<file path="src/rtl/ctrl_seq_if.sv">
// Bundle between the RISC Mini fetch/datapath side and the control sequencer.
// The master side presents instructions, condition codes and the DMEM
// acknowledge. The slave (sequencer) side returns the handshake, the mux
// selects, the DMEM strobes and the status pulses.
interface ctrl_seq_if #(
    parameter int XLEN = 32
);
    logic            inst_valid;
    logic            inst_ready;
    logic [31:0]     inst;
    logic [3:0]      ccr;
    logic [XLEN-1:0] pc_plus4;
    logic            dmem_ack;
    logic [1:0]      pc_sel;
    logic [XLEN-1:0] ras_top;
    logic            a_sel;
    logic            b_sel;
    logic            dmem_re;
    logic            dmem_we;
    logic            wb_sel;
    logic            reg_we;
    logic            illegal;
    logic            ras_err;

    modport master (
        output inst_valid, inst, ccr, pc_plus4, dmem_ack,
        input  inst_ready, pc_sel, ras_top, a_sel, b_sel,
               dmem_re, dmem_we, wb_sel, reg_we, illegal, ras_err
    );

    modport slave (
        input  inst_valid, inst, ccr, pc_plus4, dmem_ack,
        output inst_ready, pc_sel, ras_top, a_sel, b_sel,
               dmem_re, dmem_we, wb_sel, reg_we, illegal, ras_err
    );
endinterface

</file>
<file path="src/rtl/ctrl_seq.sv">
// Multi-cycle control sequencer for the RISC Mini core.
// EXEC decodes and completes every non-memory instruction in one cycle.
// M_TYPE instructions are latched, and the sequencer then waits in MEM for the
// DMEM acknowledge. CALL/RET use a small circular return-address stack.
module ctrl_seq #(
    parameter int XLEN      = 32,
    parameter int RAS_DEPTH = 4
) (
    input  logic      clk,
    input  logic      rst,
    ctrl_seq_if.slave bus
);
    localparam int              RAS_AW   = $clog2(RAS_DEPTH);
    localparam logic [RAS_AW:0] RAS_FULL = (RAS_AW + 1)'(RAS_DEPTH);

    localparam logic [3:0] R_TYPE   = 4'h0;
    localparam logic [3:0] I_TYPE   = 4'h1;
    localparam logic [3:0] J_TYPE   = 4'h2;
    localparam logic [3:0] M_TYPE   = 4'h3;
    localparam logic [3:0] J_JUMP   = 4'h0;
    localparam logic [3:0] J_BRANCH = 4'h1;
    localparam logic [3:0] J_CALL   = 4'h2;
    localparam logic [3:0] J_RET    = 4'h3;
    localparam logic [3:0] M_LOAD   = 4'h0;
    localparam logic [3:0] M_STORE  = 4'h1;

    typedef enum logic {
        EXEC = 1'b0,
        MEM  = 1'b1
    } state_t;

    state_t            state_reg;
    logic              mem_store_reg;
    logic [RAS_AW-1:0] ptr_reg;
    logic [RAS_AW:0]   count_reg;
    logic [XLEN-1:0]   ras_mem [RAS_DEPTH];

    logic [3:0]        op_type;
    logic [3:0]        sub_op;
    logic              branch_taken;
    logic [RAS_AW-1:0] ptr_prev;
    logic              ras_empty;
    logic [20:0]       unused_inst_bits;

    logic              dec_ready;
    logic [1:0]        dec_pc_sel;
    logic              dec_a_sel;
    logic              dec_b_sel;
    logic              dec_dmem_re;
    logic              dec_dmem_we;
    logic              dec_wb_sel;
    logic              dec_reg_we;
    logic              dec_illegal;
    logic              dec_ras_err;
    logic              push;
    logic              pop;
    logic              go_mem;
    logic              mem_done;

    assign op_type          = bus.inst[3:0];
    assign sub_op           = bus.inst[7:4];
    assign branch_taken     = bus.ccr[bus.inst[9:8]] ^ bus.inst[10];
    assign ptr_prev         = ptr_reg - 1'b1;
    assign ras_empty        = (count_reg == '0);
    assign unused_inst_bits = bus.inst[31:11];

    // Decode the current instruction, or the latched memory op while in MEM.
    // Holding reset low forces every output to zero.
    always_comb begin
        dec_ready   = 1'b0;
        dec_pc_sel  = 2'd0;
        dec_a_sel   = 1'b0;
        dec_b_sel   = 1'b0;
        dec_dmem_re = 1'b0;
        dec_dmem_we = 1'b0;
        dec_wb_sel  = 1'b0;
        dec_reg_we  = 1'b0;
        dec_illegal = 1'b0;
        dec_ras_err = 1'b0;
        push        = 1'b0;
        pop         = 1'b0;
        go_mem      = 1'b0;
        mem_done    = 1'b0;
        if (rst) begin
            if (state_reg == MEM) begin
                dec_b_sel = 1'b1;
                if (mem_store_reg) begin
                    dec_dmem_we = 1'b1;
                end else begin
                    dec_dmem_re = 1'b1;
                end
                if (bus.dmem_ack) begin
                    mem_done = 1'b1;
                    if (!mem_store_reg) begin
                        dec_wb_sel = 1'b1;
                        dec_reg_we = 1'b1;
                    end
                end
            end else begin
                dec_ready = 1'b1;
                if (bus.inst_valid) begin
                    case (op_type)
                        R_TYPE: dec_reg_we = 1'b1;
                        I_TYPE: begin
                            dec_b_sel  = 1'b1;
                            dec_reg_we = 1'b1;
                        end
                        J_TYPE: begin
                            case (sub_op)
                                J_JUMP: begin
                                    dec_pc_sel = 2'd1;
                                    dec_a_sel  = 1'b1;
                                    dec_b_sel  = 1'b1;
                                end
                                J_BRANCH: begin
                                    dec_pc_sel = branch_taken ? 2'd1 : 2'd0;
                                    dec_a_sel  = 1'b1;
                                    dec_b_sel  = 1'b1;
                                end
                                J_CALL: begin
                                    dec_pc_sel = 2'd1;
                                    dec_a_sel  = 1'b1;
                                    dec_b_sel  = 1'b1;
                                    push       = 1'b1;
                                end
                                J_RET: begin
                                    if (ras_empty) begin
                                        dec_ras_err = 1'b1;
                                    end else begin
                                        dec_pc_sel = 2'd2;
                                        pop        = 1'b1;
                                    end
                                end
                                default: dec_illegal = 1'b1;
                            endcase
                        end
                        M_TYPE: begin
                            if (sub_op == M_LOAD || sub_op == M_STORE) begin
                                go_mem = 1'b1;
                            end else begin
                                dec_illegal = 1'b1;
                            end
                        end
                        default: dec_illegal = 1'b1;
                    endcase
                end
            end
        end
    end

    // Control FSM plus RAS pointer/occupancy. Only the store/load bit of the
    // memory op needs to be kept, because MEM is entered for legal M_TYPE only.
    always_ff @(posedge clk) begin
        if (!rst) begin
            state_reg     <= EXEC;
            mem_store_reg <= 1'b0;
            ptr_reg       <= '0;
            count_reg     <= '0;
        end else begin
            case (state_reg)
                EXEC: begin
                    if (go_mem) begin
                        state_reg     <= MEM;
                        mem_store_reg <= (sub_op == M_STORE);
                    end
                end
                MEM: begin
                    if (mem_done) begin
                        state_reg <= EXEC;
                    end
                end
                default: state_reg <= EXEC;
            endcase
            if (push) begin
                ptr_reg <= ptr_reg + 1'b1;
                if (count_reg != RAS_FULL) begin
                    count_reg <= count_reg + 1'b1;
                end
            end else if (pop) begin
                ptr_reg   <= ptr_prev;
                count_reg <= count_reg - 1'b1;
            end
        end
    end

    // RAS storage. When the stack is full, a push lands on the oldest entry.
    always_ff @(posedge clk) begin
        if (push) begin
            ras_mem[ptr_reg] <= bus.pc_plus4;
        end
    end

    assign bus.inst_ready = dec_ready;
    assign bus.pc_sel     = dec_pc_sel;
    assign bus.ras_top    = (rst && !ras_empty) ? ras_mem[ptr_prev] : '0;
    assign bus.a_sel      = dec_a_sel;
    assign bus.b_sel      = dec_b_sel;
    assign bus.dmem_re    = dec_dmem_re;
    assign bus.dmem_we    = dec_dmem_we;
    assign bus.wb_sel     = dec_wb_sel;
    assign bus.reg_we     = dec_reg_we;
    assign bus.illegal    = dec_illegal;
    assign bus.ras_err    = dec_ras_err;
endmodule
</file>
<file path="src/flat_wrapper.sv">
// flat-port wrapper written by rule: the top's interface ports become plain ports
module ctrl_seq_flat 
#(
    parameter int XLEN      = 32,
    parameter int RAS_DEPTH = 4
)
  (clk, rst, bus_inst_valid, bus_inst, bus_ccr, bus_pc_plus4, bus_dmem_ack, bus_inst_ready, bus_pc_sel, bus_ras_top, bus_a_sel, bus_b_sel, bus_dmem_re, bus_dmem_we, bus_wb_sel, bus_reg_we, bus_illegal, bus_ras_err);
  ctrl_seq_if #(.XLEN(XLEN)) bus_i ();
  input  logic clk;
  input  logic rst;
  input wire logic [$bits(bus_i.inst_valid)-1:0] bus_inst_valid;
  input wire logic [$bits(bus_i.inst)-1:0] bus_inst;
  input wire logic [$bits(bus_i.ccr)-1:0] bus_ccr;
  input wire logic [$bits(bus_i.pc_plus4)-1:0] bus_pc_plus4;
  input wire logic [$bits(bus_i.dmem_ack)-1:0] bus_dmem_ack;
  output wire logic [$bits(bus_i.inst_ready)-1:0] bus_inst_ready;
  output wire logic [$bits(bus_i.pc_sel)-1:0] bus_pc_sel;
  output wire logic [$bits(bus_i.ras_top)-1:0] bus_ras_top;
  output wire logic [$bits(bus_i.a_sel)-1:0] bus_a_sel;
  output wire logic [$bits(bus_i.b_sel)-1:0] bus_b_sel;
  output wire logic [$bits(bus_i.dmem_re)-1:0] bus_dmem_re;
  output wire logic [$bits(bus_i.dmem_we)-1:0] bus_dmem_we;
  output wire logic [$bits(bus_i.wb_sel)-1:0] bus_wb_sel;
  output wire logic [$bits(bus_i.reg_we)-1:0] bus_reg_we;
  output wire logic [$bits(bus_i.illegal)-1:0] bus_illegal;
  output wire logic [$bits(bus_i.ras_err)-1:0] bus_ras_err;
  assign bus_i.inst_valid = bus_inst_valid;
  assign bus_i.inst = bus_inst;
  assign bus_i.ccr = bus_ccr;
  assign bus_i.pc_plus4 = bus_pc_plus4;
  assign bus_i.dmem_ack = bus_dmem_ack;
  assign bus_inst_ready = bus_i.inst_ready;
  assign bus_pc_sel = bus_i.pc_sel;
  assign bus_ras_top = bus_i.ras_top;
  assign bus_a_sel = bus_i.a_sel;
  assign bus_b_sel = bus_i.b_sel;
  assign bus_dmem_re = bus_i.dmem_re;
  assign bus_dmem_we = bus_i.dmem_we;
  assign bus_wb_sel = bus_i.wb_sel;
  assign bus_reg_we = bus_i.reg_we;
  assign bus_illegal = bus_i.illegal;
  assign bus_ras_err = bus_i.ras_err;
  ctrl_seq #(.XLEN(XLEN), .RAS_DEPTH(RAS_DEPTH)) u_core (.clk(clk), .rst(rst), .bus(bus_i));
endmodule
</file>
<file path="config.mk">
export PLATFORM = sky130hd
export DESIGN_NAME = ctrl_seq_flat
export DESIGN_NICKNAME = d
export VERILOG_FILES = /design/src/rtl/ctrl_seq_if.sv /design/src/rtl/ctrl_seq.sv /design/src/flat_wrapper.sv
export SDC_FILE = /design/constraint.sdc
export NUM_CORES = 1
export LEC_CHECK = 0
export ABC_AREA = 0
export CORE_MARGIN = 3
export CORE_UTILIZATION = 55
export DETAILED_ROUTE_END_ITERATION = 7
export DONT_BUFFER_PORTS = 1
export PLACE_DENSITY = 0.84
export SLEW_MARGIN = 10
export SYNTH_ARGS = -nofsm -noshare
export SYNTH_HDL_FRONTEND = slang
export SYNTH_SLANG_ARGS = --single-unit
</file>
<file path="constraint.sdc">
create_clock -name clk -period 2.45 [get_ports clk]
set_input_delay 0.3675 -clock clk [delete_from_list [all_inputs] [get_ports clk]]
set_output_delay 0.3675 -clock clk [all_outputs]
set_load 0.02 [all_outputs]
</file>
==> impl_summary.md, run 1 <==
Placement
The standard cell area after detailed placement is 5740 um2. The detailed-placement wirelength estimate is approximately 6400 um. Port buffering added 0 buffers. At the end of routability-driven placement, the weighted congestion stood at 0.764. The pre-CTS setup slack is 0.140 ns.

STA
At the pin with the least slew margin, the transition time is 0.451 ns. The maximum clock skew at final layout is 0.00971 ns. The number of hold-slack violations in the final timing report is 0. The final worst slack is roughly 0.074 ns. In the finished design, the share of the clock period the worst path needs comes to 97.0%. Setup repair after global routing could not meet its margin everywhere. The number of pins with negative max-slew slack in the final report is 0.

Timing would allow up to 421 MHz. The time the worst path needs with I/O delays and setup is 2.38 ns. The sum of negative setup slack is 0 ns.

The setup-violating endpoint count in the final report is 0. In this run the tightest slew margin relative to its limit is 69.7%.

Global routing
In the global route stage, overall resource usage came out at 20.4%. The first global-routing pass estimated 17100 um of wire. The via count of the first global-routing pass was between 3000 and 4000. Summed over all layers, the global routing overflow is 0.

The initial antenna violation count was 0. The pin count of the biggest net entering global routing is 39.

Critical path
The worst register-to-register path has a setup slack of 0.18 ns. The data arrival time of the worst path is 2.01 ns. The critical path depth in cells is 5. The cell type group with the largest total delay on the critical path is flip-flops. The signal on the critical path passes through inv_1 -> ha_4 -> buf_12 -> mux4_2 -> and3_2. The delay of the slowest cell on the worst path is between 0.3 and 0.4 ns. The critical path is of the register to output pin type.

Data on the critical path is required at its endpoint by about 2.1 ns. The startpoint class of the critical path is a register. The largest individual stage delay along the critical path comes from the cell sky130_fd_sc_hd__dfxtp_2. The number of buffer and inverter instances along the worst setup path is 2. The critical-path maximum fanout is 13.

The critical register-to-register path startpoint is u_core.state_reg$_SDFF_PN0_. Counting cells, the worst reg-to-reg path comes to 9. The worst setup path is captured at an output pin. The capture point of the worst reg-to-reg path is u_core.count_reg[2]$_SDFFE_PN0P_.

Synthesis
The number of nets in the synthesized netlist is 367. The number of distinct standard cells referenced by the synthesized netlist is 37. Yosys printed 0 warnings. In this run the cell area of the synthesized design comes to 5490 um2. In the synthesized netlist, the number of instances is 290.

The share of the yosys chip area belonging to registers is ~73%. The synthesized design contains 135 register bits. The average footprint of a synthesized cell is 18.9 um2.

Floorplanning
The number of placed I/O pins is roughly 120. After floorplanning, the core was sized to cover approximately 9500 um2. The starting density of the core is 58.1%. The floorplan step defined a die boundary enclosing around 11000 um2.

In this run the core area contains 35 standard-cell rows. Measured along the y axis, the die boundary spans around 110 um. The overall die width is 106 um.

Hold path
For hold timing, the worst endpoint is u_core.state_reg$_SDFF_PN0_. The startpoint of the lowest-slack hold path is rst. The tightest min-delay check is of the input pin to register type.

The depth of the worst hold-timing path is 2.

Detailed routing
The first routing iteration left between 200 and 250 violations. The number of remaining DRC errors is 0. Dividing the detail-routed wire length by the instance count gives 22.2 um. The overall via count from detail_route is 2854. The detail-routed via count per cell is about 5.9. The first-pass iteration count of the detailed router is 4. The count of nets left with antenna violations once routing finished came out at 0.

For this block, the routed nets add up to 10800 um of wire.

Power
The maximum vdd ir drop is 560 uV. Total power for the finished layout comes to ~5300 uW. In this run the static leakage power is approximately 0.0023 uW. The power density over the cells is approximately 780 nW/um2.

Cells and area
After routing the design area is 6800 um2. The synthesis-to-finish area growth is 23.7%. The share of layout cells above drive strength 1 is 28.4%.

The repair_antennas step left the layout with diodes totalling 0. After filler insertion, the fill cell instance count of the layout stands at approximately 580. The final layout contains 421 nets.

The number of flip-flops under the largest register name is 128.

Clock network
The CTS tree is done. The root buffer selected by CTS is sky130_fd_sc_hd__clkbuf_8. After clock tree synthesis, the clock-pin slew on the worst setup and hold paths is 0.06 ns.

The number of H-tree levels is 4. The longest clock path from root to sink contains 2 buffers. The total CTS buffers is 17.

The later pin in the worst-skew pair is clocked with a latency of 0.50 ns. The TritonCTS sink count is 135.

Status
The run finished with clean final reports.

Run
The total of max-cap violations is 0.
[stage by stage]
| stage | util [%] | hold WS, ns | cells |
|---|---|---|---|
| floorplan | - | 0.466 | 290 |
| global placement | 60.7 | 0.467 | 417 |
| detailed placement | 60.7 | 0.467 | 417 |
| CTS | 71.5 | 0.00479 | 485 |
| global route | 71.9 | 0.0168 | 485 |
| finish | 71.9 | 0.0384 | 485 |
[worst reg2reg max path, stage by stage (launching register included)]
cell and delay, ns:
sky130_fd_sc_hd__dfxtp_1 0.34, sky130_fd_sc_hd__and3b_1 0.35, sky130_fd_sc_hd__nand3_2 0.20, sky130_fd_sc_hd__nor3_2 0.30
sky130_fd_sc_hd__xnor2_1 0.18, sky130_fd_sc_hd__ha_1 0.19, sky130_fd_sc_hd__nor2_1 0.04, sky130_fd_sc_hd__mux2_2 0.25
sky130_fd_sc_hd__and3_1 0.19, sky130_fd_sc_hd__mux2i_1 0.12
[area by class of cell]
cell class                 instances  area, um2  area share (%)
clock buffer                      18        418            6.15
inverter                           6       22.5           0.331
tap                              129        161            2.37
multi-input combinational        132       1480            21.7
sequential                       135       3990            58.6
clock inverter                    13        218            3.20
timing repair buffer              52        515            7.58
[cell usage in the layout (no fill, tap or decap), types with 6 or more instances in the layout]
master	n
sky130_fd_sc_hd__buf_4	14
sky130_fd_sc_hd__clkbuf_16	16
sky130_fd_sc_hd__mux4_2	33
sky130_fd_sc_hd__and3_1	26
sky130_fd_sc_hd__dfxtp_1	6
sky130_fd_sc_hd__nor2_1	6
sky130_fd_sc_hd__and3_4	7
sky130_fd_sc_hd__inv_1	6
sky130_fd_sc_hd__edfxtp_1	128
sky130_fd_sc_hd__dlygate4sd3_1	35
[per-layer routing]
layer	part of all wire (%)	global-route usage, %	up-vias	wire (um)
met4	0.57	6.66	0	61
met1	41	24.7	1461	4370
met5	0	0	-	0
li1	-	-	1295	-
met2	53	36.0	94	5690
met3	5.9	5.28	4	629
[worst max path at each step]
stage / start / endpoint
6_report: u_core.ptr_reg[0]$_SDFFE_PN0P_ / bus_ras_top[22]
5_1_grt: u_core.ptr_reg[0]$_SDFFE_PN0P_ / bus_ras_top[22]
4_1_cts: u_core.ptr_reg[0]$_SDFFE_PN0P_ / bus_ras_top[20]
3_5_place_dp: bus_inst[0] / u_core.count_reg[2]$_SDFFE_PN0P_
3_3_place_gp: bus_inst[0] / u_core.count_reg[2]$_SDFFE_PN0P_
2_1_floorplan: u_core.ptr_reg[0]$_SDFFE_PN0P_ / bus_ras_top[10]
[Yosys cell counts]
master	number	share of area (%)
sky130_fd_sc_hd__and3_1	34	3.9
sky130_fd_sc_hd__xor2_1	1	0.16
sky130_fd_sc_hd__a31o_2	1	0.16
sky130_fd_sc_hd__nand2_1	5	0.34
sky130_fd_sc_hd__or3_1	3	0.34
sky130_fd_sc_hd__nor3_2	1	0.18
sky130_fd_sc_hd__o21ai_0	4	0.36
sky130_fd_sc_hd__a21oi_1	5	0.46
sky130_fd_sc_hd__nor2_1	6	0.41
sky130_fd_sc_hd__and2_1	6	0.68
sky130_fd_sc_hd__nor2b_1	1	0.11
sky130_fd_sc_hd__mux2i_1	3	0.55
sky130_fd_sc_hd__or4_1	1	0.14
sky130_fd_sc_hd__nand4_1	2	0.23
sky130_fd_sc_hd__ha_1	5	1.1
sky130_fd_sc_hd__a22o_1	1	0.16
sky130_fd_sc_hd__nor3_1	3	0.27
sky130_fd_sc_hd__nand2b_1	1	0.11
sky130_fd_sc_hd__edfxtp_1	128	70
sky130_fd_sc_hd__nor4b_4	1	0.43
sky130_fd_sc_hd__a211oi_1	1	0.14
sky130_fd_sc_hd__nand3_2	1	0.18
sky130_fd_sc_hd__nand3_1	2	0.18
sky130_fd_sc_hd__nor2_2	1	0.11
sky130_fd_sc_hd__buf_2	5	0.46
sky130_fd_sc_hd__inv_1	6	0.41
sky130_fd_sc_hd__dfxtp_1	7	2.6
sky130_fd_sc_hd__nor4b_1	1	0.16
sky130_fd_sc_hd__a31oi_1	2	0.23
sky130_fd_sc_hd__and4_1	1	0.16
sky130_fd_sc_hd__mux4_2	33	14
sky130_fd_sc_hd__clkbuf_1	12	0.82
sky130_fd_sc_hd__and3b_1	1	0.16
sky130_fd_sc_hd__xnor2_1	2	0.32
sky130_fd_sc_hd__mux2_2	1	0.20
sky130_fd_sc_hd__nand3b_1	1	0.14
sky130_fd_sc_hd__nor4bb_1	1	0.18
[power breakdown]
part | total [uW] | leakage (uW) | switching [uW] | internal (uW)
Sequential | 2520 | 0.00121 | 0.252 | 2520
Combinational | 101 | 0.000786 | 47.4 | 53.8
Clock | 2700 | 0.000308 | 930 | 1770
[kinds of logic after synthesis]
family | count (synthesis) | synth area share [%]
flip-flops | 135 | 72.5
multiplexers | 37 | 14.3
AO/OA/AOI/OAI | 14 | 1.50
XOR/XNOR | 3 | 0.478
buffers and inverters | 23 | 1.69
adder cells (fa/ha/maj) | 5 | 1.14
AND/OR/NAND/NOR | 73 | 8.40
[repair_timing]
action / 4_1_cts / 5_1_grt
setup buffers: 2 / 0
endpoints found under the hold margin: 131 / 0
pin swaps: 1 / 1
hold buffers: 35 / 0
gates resized for setup: 2 / 15
setup endpoints to repair: 32 / 6
No activity file was read; power rests on OpenSTA's default activity.
==> run 2: changes to the inputs <==
--- a/config.mk
+++ b/config.mk
@@ -6,6 +6,7 @@
 export NUM_CORES = 1
 export LEC_CHECK = 0
 export ABC_AREA = 0
+export CAP_MARGIN = 25
 export CORE_MARGIN = 3
 export CORE_UTILIZATION = 55
 export DETAILED_ROUTE_END_ITERATION = 7
==> results of run 2 <==
Final layout, timing and power as in run 1 (identical DEF).
==> run 3: changes to the inputs <==
--- a/config.mk
+++ b/config.mk
@@ -7,6 +7,7 @@
 export LEC_CHECK = 0
 export ABC_AREA = 0
 export CAP_MARGIN = 25
+export CORE_ASPECT_RATIO = 2
 export CORE_MARGIN = 3
 export CORE_UTILIZATION = 55
 export DETAILED_ROUTE_END_ITERATION = 7
==> run 3 against run 2 <==
Net effect:
- count of clock-buffer cells in the layout fell by 1
- clock power decreased by 13%
- final area is 6.0% lower
- hold slack improved by 0.019 ns
- die area increased by 0.65%
- register-to-register slack lost 0.02 ns
- flip-flop and latch count unchanged
- clock skew fell by 0.0044 ns
- highest routed layer unchanged
==> impl_summary.md, run 3 (same netlist as run 1, synthesis figures left out) <==
Status
The flow ran to the end, and the final reports show no timing, DRC or antenna violations.

Power
The share of total power dissipated in the clock network is between 40% and 50%. The power density over the cells is 771 nW/um2. Internal power comes to between 4000 and 5000 uW. The reported net switching power is 907 uW. The combinational fraction of design power is 0.7%. Of the total power, the share spent switching nets is between 10% and 20%. The reported leakage power is 0.00213 uW. The sequential share of power is 51.3%. The maximum vdd ir drop is 778 uV.

Floorplanning
In this run the vertical extent of the chip is 147 um. The initial utilization of the core area, before any placement, comes to 56.3%. The total die area is 11300 um2. The number of placed I/O pins is 115. The number of placement rows is a little over 50.

The overall die width is 76.7 um. The core outline area is 9760 um2.

Detailed routing
The number of violations reported at the end of detailed-routing iteration 0 is 127. The final route contains approximately 2800 vias. The detail-routed via count per cell is 6.13. The routed wire length per instance is about 23 um. The number of nets still failing antenna checks after routing is 0. The number of remaining DRC errors is 0. The final wirelength is 10500 um. Before antenna repair, the detailed router went through 4 iterations.

Global routing
The final global-route overflow total is 0. The initial antenna violation count is 0. The global-route total usage across every layer is 19.8%. The via count of the first global-routing pass was 3056. Entering global routing, the biggest net connects 39 pins. The first global-routing pass estimated 16400 um of wire.

Critical path
At the worst endpoint, the arrival time is 2.58 ns. The depth of the worst register-to-register path is 9. The critical-path maximum fanout is 7. STA classifies the critical path startpoint as a register. The worst setup path is of the register to register kind. The critical register-to-register path startpoint is u_core.state_reg$_SDFF_PN0_.

The endpoint type of the worst setup path is a register. The most critical setup path has its startpoint at u_core.state_reg$_SDFF_PN0_. At the worst endpoint, the required time is approximately 2.7 ns.

STA
The maximum achievable frequency is 436 MHz. The worst path in the final design needs a cycle of 2.29 ns, including I/O delays and setup. Headroom to the max-slew limit came out at between 60% and 70%. The clock arrives with ~0.0053 ns of skew. Setup violations remaining at the end of the flow were counted as 0. At the pin with the least slew margin, the transition time is 0.512 ns. Setup repair after global routing left no endpoint under its margin. The number of hold-slack violations in the final timing report came to 0. The period utilization is 93.7%. After layout, the worst setup slack is 0.155 ns. The sum of negative setup slack is 0 ns.

The number of pins with negative max-slew slack in the final report came to 0.

Cells and area
The share of layout cells above drive strength 1 is 27.9%. Summing all multi-input logic gate instances after layout gives 1440 um2. Across the whole layout, storage elements account for between 3000 and 4000 um2. The antenna diode count is 0. The register with the most flip-flops in the layout has approximately 130 of them.

Counting the fill cells in the layout gives approximately 640. Leaving out fill and tap cells, the most frequent cell in the layout is sky130_fd_sc_hd__edfxtp_1. The library cells used most frequently in the layout, excluding fill and tap cells, are 128 x sky130_fd_sc_hd__edfxtp_1, 33 x sky130_fd_sc_hd__mux4_2, 33 x sky130_fd_sc_hd__and3_1. The synthesis-to-finish area growth is 16.3%. For this run, the post-layout net count is 383.

Clock network
The number of buffers inserted by post-CTS setup repair is 0. Clock tree synthesis inserted a total of 17 buffers. The TritonCTS sink count is approximately 140. The CTS tree is done. The insertion delay of the later-clocked pin in the worst-skew pair is 0.40 ns. The number of buffers on the longest clock path is 2. CTS built an H-tree with a depth of 4. The root buffer selected by CTS is sky130_fd_sc_hd__clkbuf_16. The clock transition time at the flip-flop clock pins of the worst setup and hold paths is 0.06 ns.

Hold path
The class of the most critical hold timing path is input pin to register. The startpoint of the lowest-slack hold path is bus_pc_plus4[10]. The worst hold path was traced through 0 stages.

Placement
The weighted congestion reported at the end of routability-driven placement is 0.720. The detailed-placement wirelength estimate is 6610 um. The pre-CTS setup slack is between 0.06 and 0.07 ns. Input and output buffers added on the ports amount to 0.

Run
Across the run, the number of max-cap violations was 0.
-- run 3: cell types whose count changed in the layout (fill, tap and decap cells not counted), sizes merged --
cell         previous run  this run
bufinv                  5         2
buf                    17        13
clkinv                  3         9
inv                    10         6
dlygate4sd3            35         0
clkinvlp                1         4
-- run 3: final timing paths --
check,endpoint,slack [ns]
setup / recovery,u_core.count_reg[2]$_SDFFE_PN0P_,0.16
hold reg to reg,u_core.count_reg[0]$_SDFFE_PN0P_,0.53
hold / removal,u_core.ras_mem[3][10]$_DFFE_PP_,0.06
setup reg to reg,u_core.count_reg[2]$_SDFFE_PN0P_,0.16
-- run 3: final cells by class --
class / count / share of cell area [%]
flip-flops and latches: 135 / 62.4
repair buffers: 14 / 3.29
well taps: 132 / 2.58
multi-input cells: 132 / 22.6
inverters: 6 / 0.352
clock inverters: 15 / 2.15
clock buffers: 17 / 6.66
-- run 3: power by group through the flow --
stage	clock (uW)	sequential, uW	combinational [uW]
6_report	2360	2530	36.2
5_1_grt	2510	2520	39.5
4_1_cts	2400	2520	35.3
3_5_place_dp	0	2570	35.2
3_3_place_gp	0	2570	34.1
2_1_floorplan	0	2570	37.5
-- run 3: per-layer routing --
| metal | global-route usage [%] | vias to the layer above | part of all wire (%) |
|---|---|---|---|
| li1 | - | 1210 | - |
| met1 | 20.8 | 1431 | 35 |
| met2 | 35.4 | 105 | 57 |
| met3 | 6.20 | 18 | 5.8 |
| met4 | 9.17 | 0 | 2.1 |
| met5 | 0 | - | 0 |
-- run 3: per-stage QoR --
| stage | area (um2) | std cells | util [%] | hold slack [ns] | total power (uW) |
|---|---|---|---|---|---|
| after floorplan | 5510 | 290 | - | 0.466 | 2610 |
| after global placement | 5780 | 418 | 59.2 | 0.467 | 2610 |
| after detailed placement | 5780 | 418 | 59.2 | 0.466 | 2610 |
| after CTS | 6350 | 450 | 65.0 | 0.0387 | 4960 |
| after global routing | 6390 | 451 | 65.4 | 0.0343 | 5080 |
| final | 6390 | 451 | 65.4 | 0.0573 | 4920 |
-- run 3: repair_timing --
item	in CTS	in global routing
hold endpoints to repair	0	0
gates cloned	0	1
endpoints found under the setup margin	7	19
gates resized for setup	2	2
hold buffers	0	0
-- run 3: critical path, cell delays in order (launching register included) --
cell,delay [ns]
sky130_fd_sc_hd__dfxtp_1,0.35
sky130_fd_sc_hd__and3b_1,0.35
sky130_fd_sc_hd__nand3_2,0.22
sky130_fd_sc_hd__nor3_4,0.29
sky130_fd_sc_hd__xnor2_1,0.17
sky130_fd_sc_hd__ha_1,0.18
sky130_fd_sc_hd__nor2_1,0.04
sky130_fd_sc_hd__mux2_2,0.26
sky130_fd_sc_hd__and3_1,0.20
sky130_fd_sc_hd__mux2i_1,0.12
